### config.mk
export PLATFORM = sky130hd
export DESIGN_NAME = riscv_datapath
export DESIGN_NICKNAME = d
export VERILOG_FILES = /design/src/rtl/riscv_datapath_pkg.sv /design/src/rtl/riscv_regfile.sv /design/src/rtl/riscv_datapath.sv
export SDC_FILE = /design/constraint.sdc
export NUM_CORES = 2
export LEC_CHECK = 0
export BUFFER_PORTS_ARGS = -buffer_cell sky130_fd_sc_hd__buf_4
export CORE_MARGIN = 8
export CORE_UTILIZATION = 35
export DETAILED_ROUTE_END_ITERATION = 8
export HOLD_SLACK_MARGIN = 0.15
export PLACE_DENSITY = 0.54
export SYNTH_ARGS = -nofsm -noshare
export SYNTH_HDL_FRONTEND = slang
export SYNTH_SLANG_ARGS = --single-unit
### constraint.sdc
create_clock -name clk -period 12.3 [get_ports clk]
set_clock_uncertainty 0.15 [all_clocks]
set_input_delay 1.23 -clock clk [delete_from_list [all_inputs] [get_ports clk]]
set_output_delay 1.23 -clock clk [all_outputs]
set_load 0.1 [all_outputs]
### src/rtl/riscv_datapath_pkg.sv
// Shared definitions for the single-cycle RV32I subset core:
// opcodes, control enums, the decoded control bundle and the immediate generator.
package riscv_datapath_pkg;

    localparam int XLEN       = 32;
    localparam int REG_ADDR_W = 5;
    localparam int NUM_REGS   = 32;

    localparam logic [6:0] OP_R   = 7'b0110011;
    localparam logic [6:0] OP_I   = 7'b0010011;
    localparam logic [6:0] OP_LW  = 7'b0000011;
    localparam logic [6:0] OP_SW  = 7'b0100011;
    localparam logic [6:0] OP_BEQ = 7'b1100011;
    localparam logic [6:0] OP_JAL = 7'b1101111;

    typedef enum logic [2:0] {
        ALU_ADD,
        ALU_SUB,
        ALU_AND,
        ALU_OR,
        ALU_SLT,
        ALU_SLL
    } alu_ctrl_e;

    typedef enum logic [1:0] {
        RES_ALU,
        RES_MEM,
        RES_PC4
    } result_src_e;

    typedef enum logic [1:0] {
        IMM_I,
        IMM_S,
        IMM_B,
        IMM_J
    } imm_type_e;

    typedef struct packed {
        logic        reg_write;
        logic        mem_write;
        logic        alu_src;
        logic        branch;
        logic        jump;
        alu_ctrl_e   alu_ctrl;
        result_src_e result_src;
        imm_type_e   imm_type;
    } ctrl_t;

    // All-zero bundle: no state change, PC simply advances by 4.
    localparam ctrl_t CTRL_NOP = '0;

    function automatic logic [XLEN-1:0] imm_ext(input logic [XLEN-1:0] instr,
                                                input imm_type_e       sel);
        logic [XLEN-1:0] imm;
        case (sel)
            IMM_I:   imm = {{20{instr[31]}}, instr[31:20]};
            IMM_S:   imm = {{20{instr[31]}}, instr[31:25], instr[11:7]};
            IMM_B:   imm = {{19{instr[31]}}, instr[31], instr[7], instr[30:25],
                            instr[11:8], 1'b0};
            IMM_J:   imm = {{11{instr[31]}}, instr[31], instr[19:12], instr[20],
                            instr[30:21], 1'b0};
            default: imm = '0;
        endcase
        return imm;
    endfunction

endpackage

### src/rtl/riscv_regfile.sv
// 32x32 register file: two combinational read ports, one synchronous write port,
// asynchronous active-low clear, x0 hardwired to zero.
module riscv_regfile
    import riscv_datapath_pkg::*;
(
    input  logic                  clk_i,
    input  logic                  rst_n_i,
    input  logic [REG_ADDR_W-1:0] ra1_i,
    input  logic [REG_ADDR_W-1:0] ra2_i,
    input  logic                  we_i,
    input  logic [REG_ADDR_W-1:0] wa_i,
    input  logic [XLEN-1:0]       wd_i,
    output logic [XLEN-1:0]       rd1_o,
    output logic [XLEN-1:0]       rd2_o
);

    logic [XLEN-1:0] regs_q [NUM_REGS];

    always_ff @(posedge clk_i or negedge rst_n_i) begin
        if (!rst_n_i) begin
            regs_q <= '{default: '0};
        end else if (we_i && (wa_i != '0)) begin
            regs_q[wa_i] <= wd_i;
        end
    end

    // Reads see the pre-edge contents, so a same-cycle write is not forwarded.
    assign rd1_o = (ra1_i == '0) ? '0 : regs_q[ra1_i];
    assign rd2_o = (ra2_i == '0) ? '0 : regs_q[ra2_i];

endmodule

### src/rtl/riscv_datapath.sv
// Single-cycle RV32I subset core: PC register, decoder, register file, immediate
// generator, ALU and result/next-PC muxing; one instruction retires per clock.
module riscv_datapath
    import riscv_datapath_pkg::*;
#(
    parameter logic [31:0] RESET_PC = 32'h0000_0000
) (
    input  logic        clk,
    input  logic        reset,
    output logic [31:0] PC,
    input  logic [31:0] Instr,
    output logic [31:0] ALUResult,
    output logic [31:0] WriteData,
    output logic        MemWrite,
    input  logic [31:0] ReadData
);

    logic [6:0]            opcode;
    logic [2:0]            funct3;
    logic                  funct7b5;
    logic [REG_ADDR_W-1:0] rs1;
    logic [REG_ADDR_W-1:0] rs2;
    logic [REG_ADDR_W-1:0] rd;

    ctrl_t                 ctrl;
    logic [XLEN-1:0]       imm;
    logic [XLEN-1:0]       src_a;
    logic [XLEN-1:0]       rs2_val;
    logic [XLEN-1:0]       src_b;
    logic [XLEN-1:0]       alu_result;
    logic                  zero;
    logic [XLEN-1:0]       result;
    logic [XLEN-1:0]       pc_plus4;
    logic [XLEN-1:0]       pc_target;
    logic                  pc_src;
    logic [XLEN-1:0]       pc_d;
    logic [XLEN-1:0]       pc_q;

    assign opcode   = Instr[6:0];
    assign rd       = Instr[11:7];
    assign funct3   = Instr[14:12];
    assign rs1      = Instr[19:15];
    assign rs2      = Instr[24:20];
    assign funct7b5 = Instr[30];

    // Unsupported opcode/funct3 combinations fall back to CTRL_NOP.
    always_comb begin
        ctrl = CTRL_NOP;
        case (opcode)
            OP_R: begin
                ctrl.reg_write = 1'b1;
                case (funct3)
                    3'b000:  ctrl.alu_ctrl = funct7b5 ? ALU_SUB : ALU_ADD;
                    3'b001:  ctrl.alu_ctrl = ALU_SLL;
                    3'b010:  ctrl.alu_ctrl = ALU_SLT;
                    3'b110:  ctrl.alu_ctrl = ALU_OR;
                    3'b111:  ctrl.alu_ctrl = ALU_AND;
                    default: ctrl          = CTRL_NOP;
                endcase
            end
            OP_I: begin
                ctrl.reg_write = 1'b1;
                ctrl.alu_src   = 1'b1;
                ctrl.imm_type  = IMM_I;
                case (funct3)
                    3'b000:  ctrl.alu_ctrl = ALU_ADD;
                    3'b010:  ctrl.alu_ctrl = ALU_SLT;
                    3'b110:  ctrl.alu_ctrl = ALU_OR;
                    3'b111:  ctrl.alu_ctrl = ALU_AND;
                    default: ctrl          = CTRL_NOP;
                endcase
            end
            OP_LW: begin
                if (funct3 == 3'b010) begin
                    ctrl.reg_write  = 1'b1;
                    ctrl.alu_src    = 1'b1;
                    ctrl.imm_type   = IMM_I;
                    ctrl.result_src = RES_MEM;
                end
            end
            OP_SW: begin
                if (funct3 == 3'b010) begin
                    ctrl.mem_write = 1'b1;
                    ctrl.alu_src   = 1'b1;
                    ctrl.imm_type  = IMM_S;
                end
            end
            OP_BEQ: begin
                if (funct3 == 3'b000) begin
                    ctrl.branch   = 1'b1;
                    ctrl.alu_ctrl = ALU_SUB;
                    ctrl.imm_type = IMM_B;
                end
            end
            OP_JAL: begin
                ctrl.reg_write  = 1'b1;
                ctrl.jump       = 1'b1;
                ctrl.imm_type   = IMM_J;
                ctrl.result_src = RES_PC4;
            end
            default: ;
        endcase
    end

    riscv_regfile u_regfile (
        .clk_i   (clk),
        .rst_n_i (reset),
        .ra1_i   (rs1),
        .ra2_i   (rs2),
        .we_i    (ctrl.reg_write),
        .wa_i    (rd),
        .wd_i    (result),
        .rd1_o   (src_a),
        .rd2_o   (rs2_val)
    );

    assign imm   = imm_ext(Instr, ctrl.imm_type);
    assign src_b = ctrl.alu_src ? imm : rs2_val;

    always_comb begin
        case (ctrl.alu_ctrl)
            ALU_ADD: alu_result = src_a + src_b;
            ALU_SUB: alu_result = src_a - src_b;
            ALU_AND: alu_result = src_a & src_b;
            ALU_OR:  alu_result = src_a | src_b;
            ALU_SLT: alu_result = {31'b0, $signed(src_a) < $signed(src_b)};
            ALU_SLL: alu_result = src_a << src_b[4:0];
            default: alu_result = '0;
        endcase
    end

    assign zero = (alu_result == '0);

    always_comb begin
        case (ctrl.result_src)
            RES_ALU: result = alu_result;
            RES_MEM: result = ReadData;
            RES_PC4: result = pc_plus4;
            default: result = alu_result;
        endcase
    end

    assign pc_plus4  = pc_q + 32'd4;
    assign pc_target = pc_q + imm;
    assign pc_src    = ctrl.jump | (ctrl.branch & zero);
    assign pc_d      = pc_src ? pc_target : pc_plus4;

    always_ff @(posedge clk or negedge reset) begin
        if (!reset) begin
            pc_q <= RESET_PC;
        end else begin
            pc_q <= pc_d;
        end
    end

    assign PC        = pc_q;
    assign ALUResult = alu_result;
    assign WriteData = rs2_val;
    assign MemWrite  = ctrl.mem_write & reset;

endmodule

Word level (Yosys, flattened, before mapping)
Cells that the tools add are included.

Register bits after elaboration: 1056. Latch bits: 0. RAM bits: 0. Bits in read-only memories: 0. Input bits: 66. Output and inout bits: 97. Logic and storage cells: 118. Memories kept: 0.

$add $sub $neg: 4. Multipliers: 0. Divide/modulo/power cells: 0. Magnitude comparators: 5. Equal/unequal tests: 20. Shifts and indexed selects: 1. Multiplexer cells: 36. Bitwise gates (word level): 8. Reductions and logical operators: 11.

Operator list (count): 1024-bit bitwise mux (1); 32-bit binary-select mux with 5-bit select (2); 32-bit two-way mux (9); 32-bit case mux with 6 select lines (1); 32-bit demux with 5-bit select (1); 32-bit case mux with 4 select lines (1); 32-bit adder (2); 32-bit case mux with 2 select lines (1); 32-bit by 3-bit adder with 32-bit output, second input constant (1); 32-bit bitwise AND (1); 32-bit zero test (1); 32-bit less-than comparator (1); 32-bit bitwise OR (1); 32-bit by 5-bit left shift with 32-bit output (1); 32-bit subtractor (1); 6-bit >= comparator, second input constant (3); 5-bit inverter with 6-bit output (3); 3-bit case mux with 3 select lines (2); 3-bit case mux with 5 select lines (1); 7-bit by 6-bit equality test with 1-bit output, second input constant (2); 7-bit equality test, second input constant (2); 3-bit equality test, second input constant (4); 5-bit zero test (2); 5-bit two-way mux (2); other kinds (22) (39).

Longest topological paths before layout
Word-level depth: 12. Depth in mapped cells: 30. Depth with buffers taken out: 23.

Cells and area by module
A second synthesis with hierarchy kept.

Cell total of the unflattened synthesis: 5426. Area, all modules: 66244.8 um^2.

By module, submodules not included: riscv_regfile (times used 1, cells an instance 3674, area each 54297.1 um^2, sequential area each 25624.6 um^2); riscv_datapath (times used 1, cells an instance 1752, area each 11947.7 um^2, sequential area each 800.8 um^2).

Worst setup path before layout
Ideal clock, no wire load.

Path type: input port to output port. From: input port Instr[20]. To: output port ALUResult[30]. Arrival time: 9.323 ns. Required time: 10.920 ns. Setup slack: 1.597 ns. Stages: 24. Buffers on the path: 8. Cells stage by stage: buf_4 > buf_4 > buf_2 > clkbuf_1 > buf_1 > buf_1 > mux4_2 > mux4_2 > mux2i_1 > nor2_1 > mux2i_1 > ha_1 > nor2_1 > o21ba_2 > a2111oi_0 > or4_1 > a21oi_1 > o31ai_1 > a21oi_1 > a211oi_1 > a31oi_1 > o311ai_0 > buf_2 > buf_1.

Word-level cells in the longest chain between the ends: 8. Elaborated cells between the ends (all ways): 14. Those cells by class: 2 x add/sub; 1 x shift; 7 x mux; 3 x bitwise; 1 x reduce/logical.

Ends and longest elaborated chain: start, declared (RTL line riscv_datapath.sv:11) `input logic [31:0] Instr,`; 5-bit inverter with 6-bit output (not written as such) (RTL line riscv_regfile.sv:29) `assign rd2_o = (ra2_i == '0) ? '0 : regs_q[ra2_i];`; 32-bit binary-select mux with 5-bit select (RTL line riscv_regfile.sv:29); 32-bit two-way mux (not written as such) (2 in series) (RTL line riscv_regfile.sv:29); 32-bit two-way mux * (RTL line riscv_regfile.sv:29); named net WriteData[5] (RTL line riscv_datapath.sv:13) `output logic [31:0] WriteData,`; 32-bit two-way mux * (RTL line riscv_datapath.sv:118) `assign src_b = ctrl.alu_src ? imm : rs2_val;`; 32-bit subtractor or 32-bit adder (tied branches) (RTL line riscv_datapath.sv:123, riscv_datapath.sv:122); 32-bit case mux with 6 select lines * (RTL line riscv_datapath.sv:121) `case (ctrl.alu_ctrl)`; end, declared (RTL line riscv_datapath.sv:12) `output logic [31:0] ALUResult,`.

The timed path passes the listed nets; every way through them passes the cells marked *. The select of a mux whose other input is x is not followed.

Final worst setup path
From: input port Instr[21]. To: output port ALUResult[31].

Word-level cells in the longest chain between the ends: 8. Elaborated cells between the ends (all ways): 14. Those cells by class: 2 x add/sub; 1 x shift; 7 x mux; 3 x bitwise; 1 x reduce/logical.

Ends and longest elaborated chain: 5-bit inverter with 6-bit output (not written as such) (RTL line riscv_regfile.sv:29); 32-bit binary-select mux with 5-bit select (RTL line riscv_regfile.sv:29); 32-bit two-way mux (not written as such) (2 in series) (RTL line riscv_regfile.sv:29); 32-bit two-way mux (RTL line riscv_regfile.sv:29); 32-bit two-way mux * (RTL line riscv_datapath.sv:118); 32-bit subtractor, or another cell as far along (RTL line riscv_datapath.sv:123) `ALU_SUB: alu_result = src_a - src_b;`; 32-bit case mux with 6 select lines * (RTL line riscv_datapath.sv:121).

Mark *: on every way between the ends. The rest lies on a longest branch, timed or not. The select of a mux whose other input is x is not followed.

==> out/metrics.yaml <==
grtUsageTotal: 0.249
relSlewSlack: 0.172
cts.repair.resized: 0
crit_required_ns: 10.92
synth_edf_count: 0
drive_above_1_share: 0.207
place.gp.congestion: 0.990
post_cts_buffers: 0
rsz0062_at_grt: "no"
io_buffer_count: 162
syn_to_final_growth_pct: 11.4
die_w_um: 444
pre_cts_slack_ns: 2.31
n_antenna_cell: 0
h-tree-depth: 3
ys_ff_latch: 1056
dr.first_iter.drc_count: 5411
die-height_um: 444
syn_area_um2: 64100
synthCells: 6272
cts.sinks: 1056
timing.fmax_mhz: 98.8
drv_cap: 0
vias_per_cell: 6.06
period_needed_ns: 10.12
finalHoldViolCount: 0
core_area_um2: 182000
cts-root-buf: "clkbuf_16"
grt_pass1_wl_um: 367000
avgRoutedWirePerCell_um: 29.5
multi_input_area_um2: 35100
status: "completed"
crit_type: "in -> out"
num-fill-cells: 17800
wl_um: 253000
crit_fanout: 92
overflow: 0
holdCritPathClass: "in -> async"
rows: 157
max_stage_delay_ns: 0.84
yosys.area.top_type_share: 0.412
clock_latency_ns: 0.80
finalCritPeriodShare: 0.823
yosysTopAreaCell: "dfrtp_1"
synth_cell_types: 110
cts_tree: "yes"
cts_max_path_buffers: 3
synthTopCellsByArea: "dfrtp_1, mux4_2, o21ai_0, nand2_1, clkbuf_1"
crit_path_cell_trace: "buf_8 -> buf_4 -> mux4_2 -> mux4_2 -> mux2i_1 -> nor2_1 -> mux2i_1 -> ha_1 -> nor2_1 -> nor2_1 -> o41ai_1 -> o311ai_1 -> nand3_1 -> a31o_2 -> o31ai_1 -> a21oi_1 -> o21ai_0 -> mux2i_1 -> or4_1 -> buf_4"
synthFlopType: "dfrtp_1"
remaining_drc_errors: 0
syn_avg_cell_area_um2: 10.2
ys.warnings.count: 0
endpoint_kind: "primary output"
setup_viol: 0
crit_path_start_kind: "input port"
antenna_found_initial: 9
synth_fp_nets: 6474
power_density_nw_per_um2: 126
io_pins: 163
p_leak_nw: 30.7
grt_max_degree: 178
place_hpwl_um: 166000
timing.final.ws_setup_ns: 2.18
first_pass_iters: 5
tightestPinTransition_ns: 1.24
clkSlewWorstSetupHoldPaths_ns: 0.06
cp_num_buf_inv: 3
numCtsBuffers: 114
cts_hold_buf: 0
cp.arrival_ns: 8.74
start_util: 0.351
ys_async_sr_fraction: 1.00
ant_nets: 0
r2r_setup_slack_ns: 3.80
layout.nets: 6303
slew_viol_final: 0
irDropWorstVdd_uv: 114
grt_pass1_vias: 50600
regArea_um2: 26400
worst_path_max_delay_cell: "or4_1"
crit_family: "compound AO/OA/AOI/OAI gates"
die-area_um2: 197000
vias: 51900
tns_ns: 0
ys_seq_area_frac: 0.412
## per-layer routing
metal / vias up / GRT usage / part of all wire
li1: 22600 / - / -
met1: 26600 / 0.345 / 0.43
met2: 2279 / 0.386 / 0.45
met3: 473 / 0.0408 / 0.071
met4: 4 / 0.109 / 0.051
met5: - / 0 / 0.00013
## synthesized netlist by cell type (12+ instances only)
cell / count
nand2_1: 1150
dfrtp_1: 1056
o21ai_0: 1036
mux4_2: 512
clkbuf_1: 470
nor2_1: 237
a21oi_1: 179
mux2i_1: 163
ha_1: 133
inv_1: 116
mux2_2: 115
nor3_1: 90
a21o_1: 55
nand3_1: 54
o22ai_1: 51
buf_1: 49
o211ai_1: 43
buf_2: 42
a22oi_1: 41
a211oi_1: 40
a221oi_1: 35
xor2_1: 33
o31ai_1: 32
buf_6: 29
xnor2_1: 29
a211o_1: 28
and2_1: 28
nand2b_1: 28
nand4_1: 27
a31oi_1: 23
nor2b_1: 22
or3_1: 22
nor4_1: 17
o21bai_1: 17
and3_1: 16
o221ai_1: 15
a221o_1: 14
o21a_1: 14
or2_2: 13
buf_4: 12
nor3b_1: 12
## where the power goes
group          total (mW)  switching, mW  internal [mW]  leakage (nW)
Sequential           3.64         0.0976           3.54          14.7
Combinational        1.75           1.25          0.498          14.2
Clock                3.58           1.52           2.05          1.90
Total                8.97           2.87           6.09          30.7
## final timing paths
path	startpoint	end	depth (start not counted)
max in group asynchronous	reset	u_regfile.regs_q[638]	4
min reg2reg	u_regfile.regs_q[994]	u_regfile.regs_q[994]	0
max	Instr[21]	ALUResult[31]	20
max reg2reg	u_regfile.regs_q[384]	PC[4]	22
min in group clk	u_regfile.regs_q[994]	u_regfile.regs_q[994]	0
min	reset	u_regfile.regs_q[855]	1
## logic make-up after synthesis
family,synth area share
compound gates,0.160
xor+xnor,0.00847
fa+ha+maj,0.0269
buf+inv,0.0477
flops,0.412
mux,0.227
simple gates,0.118
## registers in the layout, indices dropped and copies added, names as in the netlist
name / count
u_regfile.regs_q: 1024
PC: 32
## metrics by stage
stage	total power, mW	utilization	instance area, um2	instances	hold WS, ns
5_1_grt	9.27	0.391	71400	8575	0.229
6_report	8.97	0.391	71400	8575	0.230
3_5_place_dp	5.43	0.370	67600	8370	0.218
3_3_place_gp	5.42	0.370	67600	8370	0.213
4_1_cts	9.01	0.391	71400	8575	0.200
2_1_floorplan	4.83	-	64100	6272	0.275
## cells in the final DEF, fill, tap and decap left out, types with 15 or more instances in the layout
| master | count |
|---|---|
| mux2i_1 | 162 |
| o21ai_2 | 24 |
| o221ai_1 | 15 |
| nand3_1 | 54 |
| a211oi_1 | 40 |
| nand2_4 | 32 |
| dfrtp_1 | 1056 |
| a31oi_1 | 22 |
| xnor2_1 | 29 |
| buf_4 | 301 |
| o31ai_1 | 32 |
| or3_1 | 21 |
| a21oi_1 | 179 |
| o21ai_0 | 1006 |
| xor2_1 | 33 |
| nor3_1 | 87 |
| clkbuf_1 | 21 |
| clkbuf_16 | 115 |
| ha_1 | 133 |
| a221oi_1 | 35 |
| nand2b_1 | 28 |
| o211ai_1 | 43 |
| a211o_1 | 28 |
| nor2_1 | 234 |
| nor2b_1 | 20 |
| nand4_1 | 27 |
| clkbuf_8 | 28 |
| inv_1 | 115 |
| and3_1 | 16 |
| a22oi_1 | 41 |
| o21bai_1 | 17 |
| a21o_1 | 54 |
| clkinv_2 | 19 |
| nand2_1 | 1119 |
| o22ai_1 | 51 |
| mux2_2 | 115 |
| mux4_2 | 512 |
| and2_1 | 28 |
## final cells by class
| class | instances | share of cell area |
|---|---|---|
| Tap cell | 2385 | 0.0418 |
| Clock buffer | 164 | 0.0468 |
| Multi-Input combinational cell | 4491 | 0.492 |
| Sequential cell | 1056 | 0.370 |
| Clock inverter | 41 | 0.00725 |
| Timing Repair Buffer | 317 | 0.0358 |
| Inverter | 121 | 0.00641 |
No activity file was read; power rests on OpenSTA's default activity.
